<file path="src/rtl/writeback_unit.sv">
// rtl/writeback_unit.sv - write-back queue draining into an 8x16 register file
// Bundles queue in a DEPTH-entry FIFO; read ports bypass from the youngest queued write.
module writeback_unit #(
   parameter int DEPTH = 2
) (
   input  logic        clk,
   input  logic        rst,
   input  logic        wb_valid,
   input  logic [19:0] wb_bundle,
   output logic        wb_ready,
   input  logic        hold,
   input  logic [2:0]  rd_addr_a,
   output logic [15:0] rd_data_a,
   input  logic [2:0]  rd_addr_b,
   output logic [15:0] rd_data_b,
   output logic        commit_valid,
   output logic [2:0]  commit_reg,
   output logic [15:0] commit_data,
   output logic [15:0] retired_count
);

   localparam int PTR_W = (DEPTH > 1) ? $clog2(DEPTH) : 1;
   localparam int CNT_W = PTR_W + 1;
   localparam logic [CNT_W-1:0] DEPTH_C = CNT_W'(DEPTH);

   typedef struct packed {
      logic        is_write;
      logic [2:0]  rd;
      logic [15:0] data;
   } entry_t;

   logic [15:0]      regs_q [8];
   logic [15:0]      regs_d [8];
   entry_t           fifo_q [DEPTH];
   entry_t           fifo_d [DEPTH];
   logic [PTR_W-1:0] wr_ptr_q, wr_ptr_d;
   logic [PTR_W-1:0] rd_ptr_q, rd_ptr_d;
   logic [CNT_W-1:0] count_q, count_d;
   logic             commit_valid_q, commit_valid_d;
   logic [2:0]       commit_reg_q, commit_reg_d;
   logic [15:0]      commit_data_q, commit_data_d;
   logic [15:0]      retired_q, retired_d;

   logic   push;
   logic   pop;
   entry_t head;

   assign wb_ready      = (count_q < DEPTH_C) && !rst;
   assign push          = wb_valid && wb_ready;
   assign pop           = (count_q != '0) && !hold;
   assign head          = fifo_q[rd_ptr_q];
   assign commit_valid  = commit_valid_q;
   assign commit_reg    = commit_reg_q;
   assign commit_data   = commit_data_q;
   assign retired_count = retired_q;

   always_comb begin
      regs_d         = regs_q;
      fifo_d         = fifo_q;
      wr_ptr_d       = wr_ptr_q;
      rd_ptr_d       = rd_ptr_q;
      count_d        = count_q;
      commit_valid_d = 1'b0;
      commit_reg_d   = commit_reg_q;
      commit_data_d  = commit_data_q;
      retired_d      = retired_q;

      if (push) begin
         fifo_d[wr_ptr_q] = entry_t'(wb_bundle);
         wr_ptr_d         = wr_ptr_q + 1'b1;
      end

      if (pop) begin
         rd_ptr_d       = rd_ptr_q + 1'b1;
         retired_d      = retired_q + 16'd1;
         commit_reg_d   = head.rd;
         commit_data_d  = head.data;
         commit_valid_d = head.is_write && (head.rd != 3'd0);
         if (commit_valid_d) begin
            regs_d[head.rd] = head.data;
         end
      end

      case ({push, pop})
         2'b10:   count_d = count_q + 1'b1;
         2'b01:   count_d = count_q - 1'b1;
         default: count_d = count_q;
      endcase
   end

   // Walk oldest to youngest so the youngest matching write wins.
   always_comb begin
      rd_data_a = regs_q[rd_addr_a];
      rd_data_b = regs_q[rd_addr_b];
      for (int i = 0; i < DEPTH; i++) begin
         if (CNT_W'(i) < count_q && fifo_q[rd_ptr_q + PTR_W'(i)].is_write) begin
            if (fifo_q[rd_ptr_q + PTR_W'(i)].rd == rd_addr_a) begin
               rd_data_a = fifo_q[rd_ptr_q + PTR_W'(i)].data;
            end
            if (fifo_q[rd_ptr_q + PTR_W'(i)].rd == rd_addr_b) begin
               rd_data_b = fifo_q[rd_ptr_q + PTR_W'(i)].data;
            end
         end
      end
      if (rd_addr_a == 3'd0) begin
         rd_data_a = 16'h0000;
      end
      if (rd_addr_b == 3'd0) begin
         rd_data_b = 16'h0000;
      end
   end

   always_ff @(posedge clk or posedge rst) begin
      if (rst) begin
         for (int r = 0; r < 8; r++) begin
            regs_q[r] <= 16'h0000;
         end
         for (int e = 0; e < DEPTH; e++) begin
            fifo_q[e] <= '0;
         end
         wr_ptr_q       <= '0;
         rd_ptr_q       <= '0;
         count_q        <= '0;
         commit_valid_q <= 1'b0;
         commit_reg_q   <= 3'd0;
         commit_data_q  <= 16'h0000;
         retired_q      <= 16'h0000;
      end else begin
         regs_q         <= regs_d;
         fifo_q         <= fifo_d;
         wr_ptr_q       <= wr_ptr_d;
         rd_ptr_q       <= rd_ptr_d;
         count_q        <= count_d;
         commit_valid_q <= commit_valid_d;
         commit_reg_q   <= commit_reg_d;
         commit_data_q  <= commit_data_d;
         retired_q      <= retired_d;
      end
   end

endmodule
</file>
<file path="config.mk">
export PLATFORM = sky130hd
export DESIGN_NAME = writeback_unit
export DESIGN_NICKNAME = d
export VERILOG_FILES = /design/src/rtl/writeback_unit.sv
export SDC_FILE = /design/constraint.sdc
export NUM_CORES = 1
export LEC_CHECK = 0
export ABC_CLOCK_PERIOD_IN_PS = 5500
export BUFFER_PORTS_ARGS = -buffer_cell sky130_fd_sc_hd__buf_2
export CORE_MARGIN = 5
export CORE_UTILIZATION = 53
export DETAILED_ROUTE_END_ITERATION = 8
export PLACE_DENSITY = 0.82
export SLEW_MARGIN = 20
export SYNTH_ARGS = -nofsm -noshare
export SYNTH_HDL_FRONTEND = slang
export SYNTH_SLANG_ARGS = --single-unit
</file>
<file path="constraint.sdc">
create_clock -name clk -period 5.5 [get_ports clk]
set_input_delay 0.275 -clock clk [delete_from_list [all_inputs] [get_ports clk]]
set_output_delay 0.275 -clock clk [all_outputs]
set_load 0.05 [all_outputs]
</file>
Word-level counts from Yosys, hierarchy flattened
Cells that the tools add are included.
{ "totals": {"register_bits": 208, "in_bits": 30, "output_inout_bits": 69, "elab_cells": 95} }
{ "classes": {"add_sub_neg": 5, "magnitude_cmp": 11, "eq_ne": 6, "muxes": 30, "bitwise": 6, "n_reduce_logical": 16} }
{ "ops": {"columns": ["op", "count"], "rows": [
  ["two-way mux 16 bit", 15],
  ["two-way mux 20 bit", 7],
  ["bitwise mux 128 bit", 1],
  ["binary-select mux 16 bit (select 3 bit)", 2],
  ["demux 16 bit (select 3 bit)", 1],
  ["bitwise mux 40 bit", 1],
  ["demux 20 bit (select 1 bit)", 1],
  ["adder 16 x 1 -> 16 bit (second input constant)", 1],
  ["== test 3 bit", 4],
  [">= comparator 4 bit (second input constant)", 3],
  ["NOT 3 -> 4 bit", 3],
  ["logical AND 1 bit", 8],
  [">= comparator 2 bit (second input constant)", 3],
  ["zero test 3 bit", 2],
  ["NOT 1 -> 2 bit", 3],
  ["less-than comparator 1 x 2 -> 1 bit (first input constant)", 2],
  ["less-than comparator 4 x 1 -> 1 bit (second input constant)", 1],
  ["case mux 2 bit (2 select lines)", 1],
  ["nonzero test 2 bit", 2],
  ["nonzero test 3 bit", 1],
  ["adder 1 bit (second input constant)", 2],
  ["adder 2 x 1 -> 2 bit (second input constant)", 1],
  ["== test 2 x 1 -> 1 bit (second input constant)", 1],
  ["== test 2 bit (second input constant)", 1],
  ["6 further kinds", 7]
]} }

Longest topological paths before layout
Gate-level depths: netlist of run 1.
{ "depth": {"ltp_word": 10, "mapped_depth": 10, "depth_no_buf": 8} }

Worst setup path after synthesis of run 1
Ideal clock, no wire load.
{ "synth_timing": {"path_kind": "reg2out", "from": "register rd_ptr_q", "to": "output port rd_data_a[14]", "arrival_time_ps": 2607, "required_time_ps": 5225, "setup_slack_ps": 2618, "path_stages_with_launch": 9, "path_buffers": 3, "cell_sequence": "dfrtp_1 -> buf_6 -> mux2_4 -> xnor2_1 -> and4_1 -> buf_4 -> buf_6 -> o211ai_1 -> a21oi_1"} }
{ "synth_between": {"elab_chain_cells": 10, "elab_cells_between_ends": 18, "classes_between": "1 x add/sub; 2 x eq/ne; 11 x mux; 2 x bitwise; 2 x reduce/logical"} }
{ "synth_rtl": {"columns": ["element", "line", "rtl"], "rows": [
  ["from (decl)", "37", "logic [PTR_W-1:0] rd_ptr_q, rd_ptr_d;"],
  ["from (signal assigned)", "132", "rd_ptr_q <= rd_ptr_d;"],
  ["NOT 1 -> 2 bit (not written as such)", "96, 97, 98", null],
  ["two-way mux 20 bit (not written as such) (3 in series)", "98", "rd_data_a = fifo_q[rd_ptr_q + PTR_W'(i)].data;"],
  ["== test 3 bit", "97", "if (fifo_q[rd_ptr_q + PTR_W'(i)].rd == rd_addr_a) begin"],
  ["two-way mux 16 bit", "97", null],
  ["two-way mux 16 bit", "96", "if (CNT_W'(i) < count_q && fifo_q[rd_ptr_q + PTR_W'(i)].is_write) begin"],
  ["two-way mux 16 bit", "97", null],
  ["two-way mux 16 bit (*)", "96", null],
  ["two-way mux 16 bit (*)", "105", "if (rd_addr_a == 3'd0) begin"],
  ["to (decl)", "13", "output logic [15:0] rd_data_a,"]
]} }
Every way passes the cells marked *; elsewhere a longest branch is shown, timed or not. The select of a mux whose other input is x is not followed.

Final worst setup path of run 1
{ "layout_timing": {"from": "register rd_ptr_q", "to": "output port rd_data_b[13]"} }
{ "layout_between": {"elab_chain_cells": 10, "elab_cells_between_ends": 18, "classes_between": "1 x add/sub; 2 x eq/ne; 11 x mux; 2 x bitwise; 2 x reduce/logical"} }
{ "layout_rtl": {"columns": ["element", "line", "rtl"], "rows": [
  ["NOT 1 -> 2 bit (not written as such)", "96, 100, 101", null],
  ["two-way mux 20 bit (not written as such) (3 in series)", "101", "rd_data_b = fifo_q[rd_ptr_q + PTR_W'(i)].data;"],
  ["== test 3 bit", "100", "if (fifo_q[rd_ptr_q + PTR_W'(i)].rd == rd_addr_b) begin"],
  ["two-way mux 16 bit", "100", null],
  ["two-way mux 16 bit", "96", null],
  ["two-way mux 16 bit", "100", null],
  ["two-way mux 16 bit (*)", "96", null],
  ["two-way mux 16 bit (*)", "108", "if (rd_addr_b == 3'd0) begin"],
  ["to (decl)", "15", "output logic [15:0] rd_data_b,"]
]} }
Marks and branches as above.

==> metrics.log, run 1 <==
[metrics] maxcap violations: 0
[metrics] drt drc: 0
[metrics] worst hold path type: primary input to register
[metrics] Buffers on Ports: 98
[metrics] I/O pin total: 99
[metrics] Die Area: about 24,000 µm²
[metrics] largest net degree at the start of global routing: a little over 70
[metrics] final worst-path cycle share: 74.5%
[metrics] Critical Setup Path Class: register to primary output
[metrics] clk sink count: 208
[metrics] Layout Area Growth over Synthesis: 12.1%
[metrics] worst-skew pair later-pin latency: 0.51 ns
[metrics] most common cell after layout, fill and taps aside: dfrtp_1
[metrics] number of cell instances on the worst register-to-register path: 6
[metrics] wirelength, routed: 29,400 µm
[metrics] Longest Clk Path Bufs: 3
[metrics] count of vias placed by the detailed router: 8,274
[metrics] post-CTS clock slew at the launch and capture registers of the worst setup and hold paths: around 0.060 ns
[metrics] number of CTS-inserted buffers: 23
[metrics] global route total overflow: 0
[metrics] Ant. Diodes: 0
[metrics] buffer type at the clock tree root: clkbuf_16
[metrics] largest driver fanout on the critical path: 41
[metrics] sequential-to-total area share from yosys stat: 46.5%
[metrics] global-route wire length before repair: approximately 47,000 µm
[metrics] LEAKAGE: 5.35 nW
[metrics] DR iter-0 viols: 671
[metrics] Initial Util: 53.6%
[metrics] total of cells resized after clock tree synthesis: 0
[metrics] number of stages on the worst hold path: 2
[metrics] total iterations of the first detailed-routing run: 5
[metrics] wire length per cell after detailed routing: 22.3 µm
[metrics] total routing usage reported by global routing: 24.6%
[metrics] data required time at the worst endpoint: 5.22 ns
[metrics] shortest period the worst path allows: approximately 4.1 ns
[metrics] CP endpoint kind: primary output
[metrics] Antenna Nets Post-Route: 0
[metrics] worst slew slack as a fraction of its limit: a little over a quarter
[metrics] Fmax achieved: 244 MHz
[metrics] most frequent cells in the layout: dfrtp_1, nand2_1, o21ai_0, buf_2, mux2_2
[metrics] placeable core region: 20,900 µm²
[metrics] clock tree from TritonCTS: built
[metrics] setup repair after global routing missed its margin: false
[metrics] Synth Area per Inst: 11.5 µm²
[metrics] number of endpoints failing setup at the final stage: 0
[metrics] DIE HEIGHT: 155 µm
[metrics] number of instances in the synthesized netlist: 976
[metrics] R2R setup slack: 2.05 ns
[metrics] register with the highest flop count: regs_q
[metrics] number of antenna violations at the first check in global routing: 0
[metrics] result of the run: completed
[metrics] total negative setup slack: 0 ns
[metrics] Hold Violations, Final: 0
[metrics] cell type with the largest total area after synthesis: dfrtp_1
[metrics] syn_nets: between 1,000 and 1,500
[metrics] layout net count: 1,064
[metrics] width of the die: ~160 µm
[metrics] startpoint of the worst setup timing path: rd_ptr_q
[metrics] CP arrival: 3.82 ns
[metrics] num rows: 53
[metrics] transition at the pin with the smallest max-transition slack: 1.06 ns
[metrics] number of unique standard cell types used by synthesis: 36
[metrics] half-perimeter wire length after placement: 19,400 µm
[metrics] Clock Skew: roughly 0.012 ns
[metrics] placed instance count: 1,279
[metrics] #FFs+latches synth: roughly 210
[metrics] flip-flop count of the largest register, all copies and words added: approximately 130
[metrics] post-synthesis instance area: 11,200 µm²
[metrics] depth of the CTS H-tree: 1
[metrics] VDD IR max: 0.000461 V
[metrics] type of origin of the critical path: register
[metrics] number of vias per cell after detailed routing: 6.27
[metrics] portion of synthesized cell area occupied by the leading cell type: between 40% and 50%
[metrics] r2r startpoint: rd_ptr_q
[metrics] endpoint of the most critical setup path: rd_data_b[13]
[metrics] dominant cells by area after synthesis: dfrtp_1, mux4_2, mux2_2
[metrics] max-slew violation count: 0
[metrics] placer congestion estimate: 0.885
[metrics] PwrDens: 648 nW/µm²
[metrics] via count of the first global-routing pass: about 8,500
[metrics] terminus of the critical flop-to-flop path: regs_q[33]
[metrics] non-filler cells, final: 1,319
[metrics] total number of yosys warnings: 0
[metrics] largest registers ranked by flip-flop count: regs_q x128, fifo_q x40
[metrics] fraction of layout cells with a size suffix above 1: approximately a third
==> power breakdown <==
part	internal [mW]	switching, mW
registers	2.13	0.469
clock network	0.901	0.632
logic	1.39	2.61
==> cell usage after synthesis (all sizes together) <==
| master | n |
|---|---|
| or4 | 2 |
| nor3b | 16 |
| or2 | 1 |
| mux2i | 24 |
| clkbuf | 59 |
| buf | 33 |
| nor3 | 2 |
| nand4 | 38 |
| mux2 | 90 |
| nor2b | 2 |
| and4 | 2 |
| xnor2 | 23 |
| o21ai | 113 |
| a21oi | 51 |
| mux4 | 64 |
| a311oi | 1 |
| and3 | 3 |
| nor4 | 2 |
| nor2 | 30 |
| nand2 | 153 |
| xor2 | 8 |
| or3 | 2 |
| ha | 4 |
| nand3 | 9 |
| dfrtp | 208 |
| inv | 4 |
| o211ai | 32 |
==> worst max-delay path, cell delays in order, from the launching register on <==
cell and delay, ns:
dfrtp_2 0.36, buf_4 0.57, mux2i_4 0.47, xor2_1 0.18
buf_4 0.25, and4_1 0.79, o211ai_2 0.20, a21oi_2 0.19
buf_2 0.28
==> metrics by stage <==
step	total power, mW	hold slack (ns)	worst slack (ns)	util, %	area, µm²
after floorplan	5.53	0.427	2.52	-	11200
after global placement	6.38	0.377	2.04	56.4	11800
after detailed placement	6.54	0.385	1.95	56.4	11800
after CTS	8.10	0.00396	1.36	60.0	12500
after global routing	8.55	0.00640	1.24	60.1	12500
final	8.13	0.0144	1.40	60.1	12500
==> worst min-delay path by stage <==
| stage | endpoint | slack, ns | startpoint |
|---|---|---|---|
| after floorplan | fifo_q[0] | 0.43 | wb_bundle[0] |
| after global placement | regs_q[116] | 0.38 | regs_q[116] |
| after detailed placement | regs_q[116] | 0.38 | regs_q[116] |
| after CTS | fifo_q[32] | 0.004 | wb_bundle[12] |
| after global routing | fifo_q[9] | 0.006 | wb_bundle[9] |
| final | fifo_q[27] | 0.01 | wb_bundle[7] |
==> cell families after synthesis <==
kind of cell / after synthesis / synth area share, %
AND/OR/NAND/NOR: 262 / 10.9
multiplexers: 178 / 24.6
XOR/XNOR: 31 / 2.43
AO/OA/AOI/OAI: 197 / 11.1
buffers and inverters: 96 / 3.93
adder cells (fa/ha/maj): 4 / 0.447
flip-flops: 208 / 46.5
==> layout make-up <==
type	count	area, µm²
fill	1604	8340
multi-input combinational	672	5570
sequential	208	5210
timing repair buffer	121	666
clock buffer	29	628
tap	275	344
clock inverter	10	114
inverter	4	18.8
==> per-layer routing <==
| metal | vias up | track usage (%) | wire [µm] |
|---|---|---|---|
| met4 | 0 | 7.67 | 991 |
| met1 | 4144 | 33.8 | 11800 |
| met3 | 68 | 4.59 | 2250 |
| met5 | - | 0 | 0 |
| met2 | 407 | 40.2 | 14400 |
| li1 | 3655 | - | - |
==> timing repair <==
action / CTS / global route
hold endpoints to repair: 35 / 0
hold buffers: 1 / 0
buffers inserted: 0 / 0
Power figures use the tool's default switching activity.
==> run 2: changes to the inputs <==
--- a/config.mk
+++ b/config.mk
@@ -5,12 +5,13 @@
 export SDC_FILE = /design/constraint.sdc
 export NUM_CORES = 1
 export LEC_CHECK = 0
-export ABC_CLOCK_PERIOD_IN_PS = 5500
+export ABC_AREA = 1
+export ABC_CLOCK_PERIOD_IN_PS = 4100
 export BUFFER_PORTS_ARGS = -buffer_cell sky130_fd_sc_hd__buf_2
 export CORE_MARGIN = 5
 export CORE_UTILIZATION = 53
 export DETAILED_ROUTE_END_ITERATION = 8
-export PLACE_DENSITY = 0.82
+export PLACE_DENSITY = 0.79
 export SLEW_MARGIN = 20
 export SYNTH_ARGS = -nofsm -noshare
 export SYNTH_HDL_FRONTEND = slang
==> constraint.sdc (replaced) <==
create_clock -name clk -period 4.1 [get_ports clk]
set_input_delay 0.205 -clock clk [delete_from_list [all_inputs] [get_ports clk]]
set_output_delay 0.205 -clock clk [all_outputs]
set_load 0.05 [all_outputs]
==> run 2 against run 1 <==
Compared with the run above: design area up 6.3%; sequential share of layout area shrank 2.4 points; sequential power up 29%; flip-flop and latch count unchanged; clock power grew 61%; utilization grew 1.0 points; total power up 26%; register-to-register slack worse by 0.56 ns; routed wire length grew 17%; clock skew fell by 0.0056 ns; cell count rose by 53%.
==> metrics.log, run 2 <==
[metrics] cell type with the largest total area after synthesis: dfrtp_1 (unchanged)
[metrics] EDFF count, synth: 0 (unchanged)
[metrics] most common cell after layout, fill and taps aside: nand2_1 (was dfrtp_1)
[metrics] Critical Setup Path Class: register to primary output (unchanged)
[metrics] placer congestion estimate: 0.951 (was 0.885)
[metrics] VDD IR max: 0.000597 V (was 0.000461 V)
[metrics] terminus of the critical flop-to-flop path: regs_q[41] (was regs_q[33])
[metrics] max-slew violation count: 0 (unchanged)
[metrics] total net switching power: 4.72 mW (was 3.71 mW)
[metrics] num rows: 54 (was 53)
[metrics] half-perimeter wire length after placement: 22,200 µm (was 19,400 µm)
[metrics] Buffers on Ports: 98 (unchanged)
[metrics] cell occurring most often along the worst timing path: nand2_1 (was buf_4)
[metrics] layout net count: 1,749 (was 1,064)
[metrics] DR top layer: met4 (unchanged)
[metrics] number of cell instances on the worst register-to-register path: 7 (was 6)
[metrics] post-synthesis instance area: 11,800 µm² (was 11,200 µm²)
[metrics] total routing usage reported by global routing: 26.0% (was 24.6%)
[metrics] syn_nets: 1,702 (was 1,010)
[metrics] non-filler cells, final: 2,013 (was 1,319)
[metrics] number of CTS-inserted buffers: 24 (was 23)
[metrics] number of endpoints failing setup at the final stage: 0 (unchanged)
[metrics] cell type of the slowest stage on the worst timing path: dfrtp_2 (was and4_1)
[metrics] clk sink count: 208 (unchanged)
[metrics] chain of cells forming the critical path: buf_4, nand2_1, o21ai_1, nand2_1, nand2_1, nor2_1, nand2_2, inv_2, nand2_1, nand2_1, a21oi_1, buf_2 (was buf_4, mux2i_4, xor2_1, buf_4, and4_1, o211ai_2, a21oi_2, buf_2)
[metrics] R2R setup slack: 1.49 ns (was 2.05 ns)
[metrics] CP arrival: 3.15 ns (was 3.82 ns)
[metrics] total of cells resized after clock tree synthesis: 0 (unchanged)
[metrics] maxcap violations: 0 (unchanged)
[metrics] transition at the pin with the smallest max-transition slack: 1.09 ns (was 1.06 ns)
[metrics] power after layout: 10.2 mW (was 8.13 mW)
[metrics] number of vias per cell after detailed routing: 5.57 (was 6.27)
[metrics] placeable core region: 21,800 µm² (was 20,900 µm²)
[metrics] worst hold path type: primary input to register (unchanged)
[metrics] register with the highest flop count: regs_q (unchanged)
[metrics] Clock Skew: 0.00676 ns (was 0.0123 ns)
[metrics] LEAKAGE: 6.76 nW (was 5.35 nW)
[metrics] largest net degree at the start of global routing: 158 (was 72)
[metrics] number of instances in the synthesized netlist: 1,668 (was 976)
[metrics] largest driver fanout on the critical path: 51 (was 41)
[metrics] most frequent cells in the layout: nand2_1, o21ai_0, dfrtp_1, nand3_1, inv_1 (was dfrtp_1, nand2_1, o21ai_0, buf_2, mux2_2)
[metrics] combined buffer and inverter count along the critical path: 3 (unchanged)
[metrics] global-route wire length before repair: 54,900 µm (was 47,300 µm)
[metrics] cell type group with the largest total delay on the critical path: buffers and inverters (unchanged)
[metrics] shortest period the worst path allows: 3.35 ns
[metrics] type of origin of the critical path: register (unchanged)
[metrics] leading register cell type out of synthesis: dfrtp_1 (unchanged)
[metrics] post-CTS clock slew at the launch and capture registers of the worst setup and hold paths: 0.06 ns (about the same)
[metrics] DR iter-0 viols: 1,248 (was 671)
[metrics] flip-flop count of the largest register, all copies and words added: 128 (unchanged)
[metrics] sequential-to-total area share from yosys stat: 44.3% (was 46.5%)
[metrics] ranking of synthesized cells by instance count: nand2_1, o21ai_0, dfrtp_1 (was dfrtp_1, nand2_1, o21ai_0)
[metrics] Initial Util: 53.9% (was 53.6%)
[metrics] Die Area: 25,300 µm² (was 24,100 µm²)
[metrics] data required time at the worst endpoint: 3.89 ns (was 5.22 ns)
[metrics] final worst-path cycle share: about four fifths
[metrics] portion of synthesized cell area occupied by the leading cell type: 44.3% (was 46.5%)
[metrics] Post-Route M1 WL: 13,900 µm (was 11,800 µm)
[metrics] wire length per cell after detailed routing: 17.0 µm (was 22.3 µm)
[metrics] most common cell in the netlist: nand2_1 (was dfrtp_1)
[metrics] wirelength, routed: 34,300 µm (was 29,400 µm)
[metrics] width of the die: 159 µm (was 155 µm)
[metrics] Layout Area Growth over Synthesis: 13.4% (was 12.1%)
[metrics] startpoint of the worst setup timing path: rd_ptr_q (unchanged)
[metrics] launch instance of the worst min-delay path: hold (was wb_bundle[7])
[metrics] worst-skew pair later-pin latency: 0.52 ns (was 0.51 ns)
[metrics] combinational share of power: 43.2% (was 49.2%)
[metrics] Worst Hold Path EP: retired_count[2] (was fifo_q[27])
[metrics] Switching Share: 46.1% (was 45.7%)
[metrics] count of vias placed by the detailed router: 11,200 (was 8,274)
[metrics] total negative setup slack: 0 ns (unchanged)
[metrics] CP endpoint kind: primary output (unchanged)
[metrics] #FFs+latches synth: 208 (unchanged)
[metrics] PwrDens: 767 nW/µm² (was 648 nW/µm²)
[metrics] smallest setup slack after layout: 0.749 ns (was 1.40 ns)
[metrics] number of stages on the worst hold path: 4 (was 2)
[metrics] total iterations of the first detailed-routing run: 6 (was 5)
[metrics] largest registers ranked by flip-flop count: regs_q x128, fifo_q x40 (unchanged)
[metrics] clock share of power: 24.1% (was 18.9%)
[metrics] via count of the first global-routing pass: 10,500 (was 8,456)
[metrics] Ant. Diodes: 0 (unchanged)
[metrics] depth of the CTS H-tree: 1 (unchanged)
[metrics] r2r startpoint: count_q[1] (was rd_ptr_q)
[metrics] buffer type at the clock tree root: clkbuf_16 (unchanged)
[metrics] Post-synth ARST share: 100% (unchanged)
[metrics] met3 routed WL: 3360 µm (was 2250 µm)
[metrics] drt drc: 0 (unchanged)
[metrics] Reg power frac: 32.7% (was 32.0%)
[metrics] worst setup slack after placement: 1.38 ns (was 1.95 ns)
[metrics] Worst path max stage delay: 0.53 ns (was 0.79 ns)
[metrics] number of antenna violations at the first check in global routing: 0 (unchanged)
[metrics] number of unique standard cell types used by synthesis: 36 (unchanged)
[metrics] I/O pin total: 99 (unchanged)
[metrics] setup bufs post-CTS: 0 (unchanged)
[metrics] DIE HEIGHT: 159 µm (was 155 µm)
[metrics] Fmax achieved: 298 MHz
[metrics] fraction of layout cells with a size suffix above 1: 12.1% (was 34.9%)
[metrics] global route total overflow: 0 (unchanged)
[metrics] dominant cells by area after synthesis: dfrtp_1, nand2_1, o21ai_0 (was dfrtp_1, mux4_2, mux2_2)
[metrics] met2 wire len: 15,200 µm (was 14,400 µm)
[metrics] clock tree from TritonCTS: built (unchanged)
[metrics] number of filler cells placed in the layout: 1,894 (was 1,604)
[metrics] Hold Violations, Final: 0 (unchanged)
[metrics] worst slew slack as a fraction of its limit: 27.2% (was 27.1%)
[metrics] total number of yosys warnings: 0 (unchanged)
[metrics] Antenna Nets Post-Route: 0 (unchanged)
[metrics] Synth Area per Inst: 7.05 µm² (was 11.5 µm²)
[metrics] setup repair after global routing missed its margin: false (unchanged)
[metrics] result of the run: completed (unchanged)
[metrics] Longest Clk Path Bufs: 3 (unchanged)
[metrics] Internal Power: 5.51 mW (was 4.42 mW)
[metrics] placed instance count: 1,947 (was 1,279)
-- run 2: changes by cell type after synthesis, moves of 20 or more --
| cell | delta |
|---|---|
| a21oi_2 | -20 |
| mux4_2 | -64 |
| nor2_1 | +47 |
| nand3_1 | +124 |
| inv_1 | +124 |
| mux2_2 | -89 |
| a21oi_1 | +34 |
| nand2_1 | +417 |
| buf_2 | +27 |
| nand4_1 | -35 |
| o211ai_2 | -20 |
| o21ai_1 | +36 |
| o21ai_0 | +144 |
-- run 2: worst reg2reg max path, cell delays in order, from the launching register on --
cell and delay (ns):
dfrtp_1 0.39, inv_1 0.09, ha_1 0.24, nor2_4 0.25
nand2_1 0.20, nor3_2 0.20, nand2_1 0.67, o21ai_0 0.46
-- run 2: cell type report --
class                   instances  area [µm²]  area share, %
well taps                     280         350           2.63
inverters                     138         532           3.99
multi-input cells            1204        5450           40.9
repair buffers                139         866           6.50
clock inverters                10         204           1.53
clock buffers                  34         719           5.40
flip-flops and latches        208        5210           39.1
-- run 2: stage by stage --
stage          hold WS, ns  utilization [%]  cell area [µm²]
5_1_grt             0.0262             61.1            13300
3_5_place_dp         0.268             55.8            12200
4_1_cts             0.0155             61.1            13300
6_report            0.0261             61.1            13300
3_3_place_gp         0.263             55.8            12200
2_1_floorplan        0.353                -            11800
-- run 2: logic make-up (layout without fill, tap and decap cells) --
kind of cell | count (synthesis) | count (layout) | share of synthesized area [%]
AND/OR/NAND/NOR | 821 | 821 | 29.1
multiplexers | 1 | 1 | 0.0852
buffers and inverters | 256 | 321 | 9.38
adder cells (fa/ha/maj) | 4 | 4 | 0.426
XOR/XNOR | 18 | 18 | 1.34
AO/OA/AOI/OAI | 360 | 360 | 15.4
flip-flops | 208 | 208 | 44.3
-- run 2: what timing repair did --
action	4_1_cts	5_1_grt
hold buffers	22	0
endpoints found under the hold margin	60	0
setup endpoints to repair	0	0
-- run 2: worst max-delay path by stage --
stage / end / slack [ns] / depth (start not counted)
after global routing: rd_data_b[1] / 0.55 / 12
after floorplan: commit_data[0] / 1.19 / 1
after global placement: regs_q[87] / 1.46 / 7
after detailed placement: rd_data_a[14] / 1.38 / 9
after CTS: rd_data_a[14] / 0.82 / 9
final: rd_data_b[1] / 0.75 / 12
-- run 2: routing by layer --
metal | vias up | global-route usage (%)
li1 | 5413 | -
met1 | 5153 | 35.2
met2 | 549 | 39.8
met3 | 106 | 5.81
met4 | 0 | 12.8
met5 | - | 0
-- run 2: power groups by stage --
stage               Sequential, mW  Combinational [mW]  Clock, mW
floorplan                     3.58                2.95          0
CTS                           3.33                4.35       2.49
finish                        3.35                4.42       2.46
detailed placement            3.35                4.31          0
global route                  3.44                4.83       2.59
global placement              3.33                4.21          0
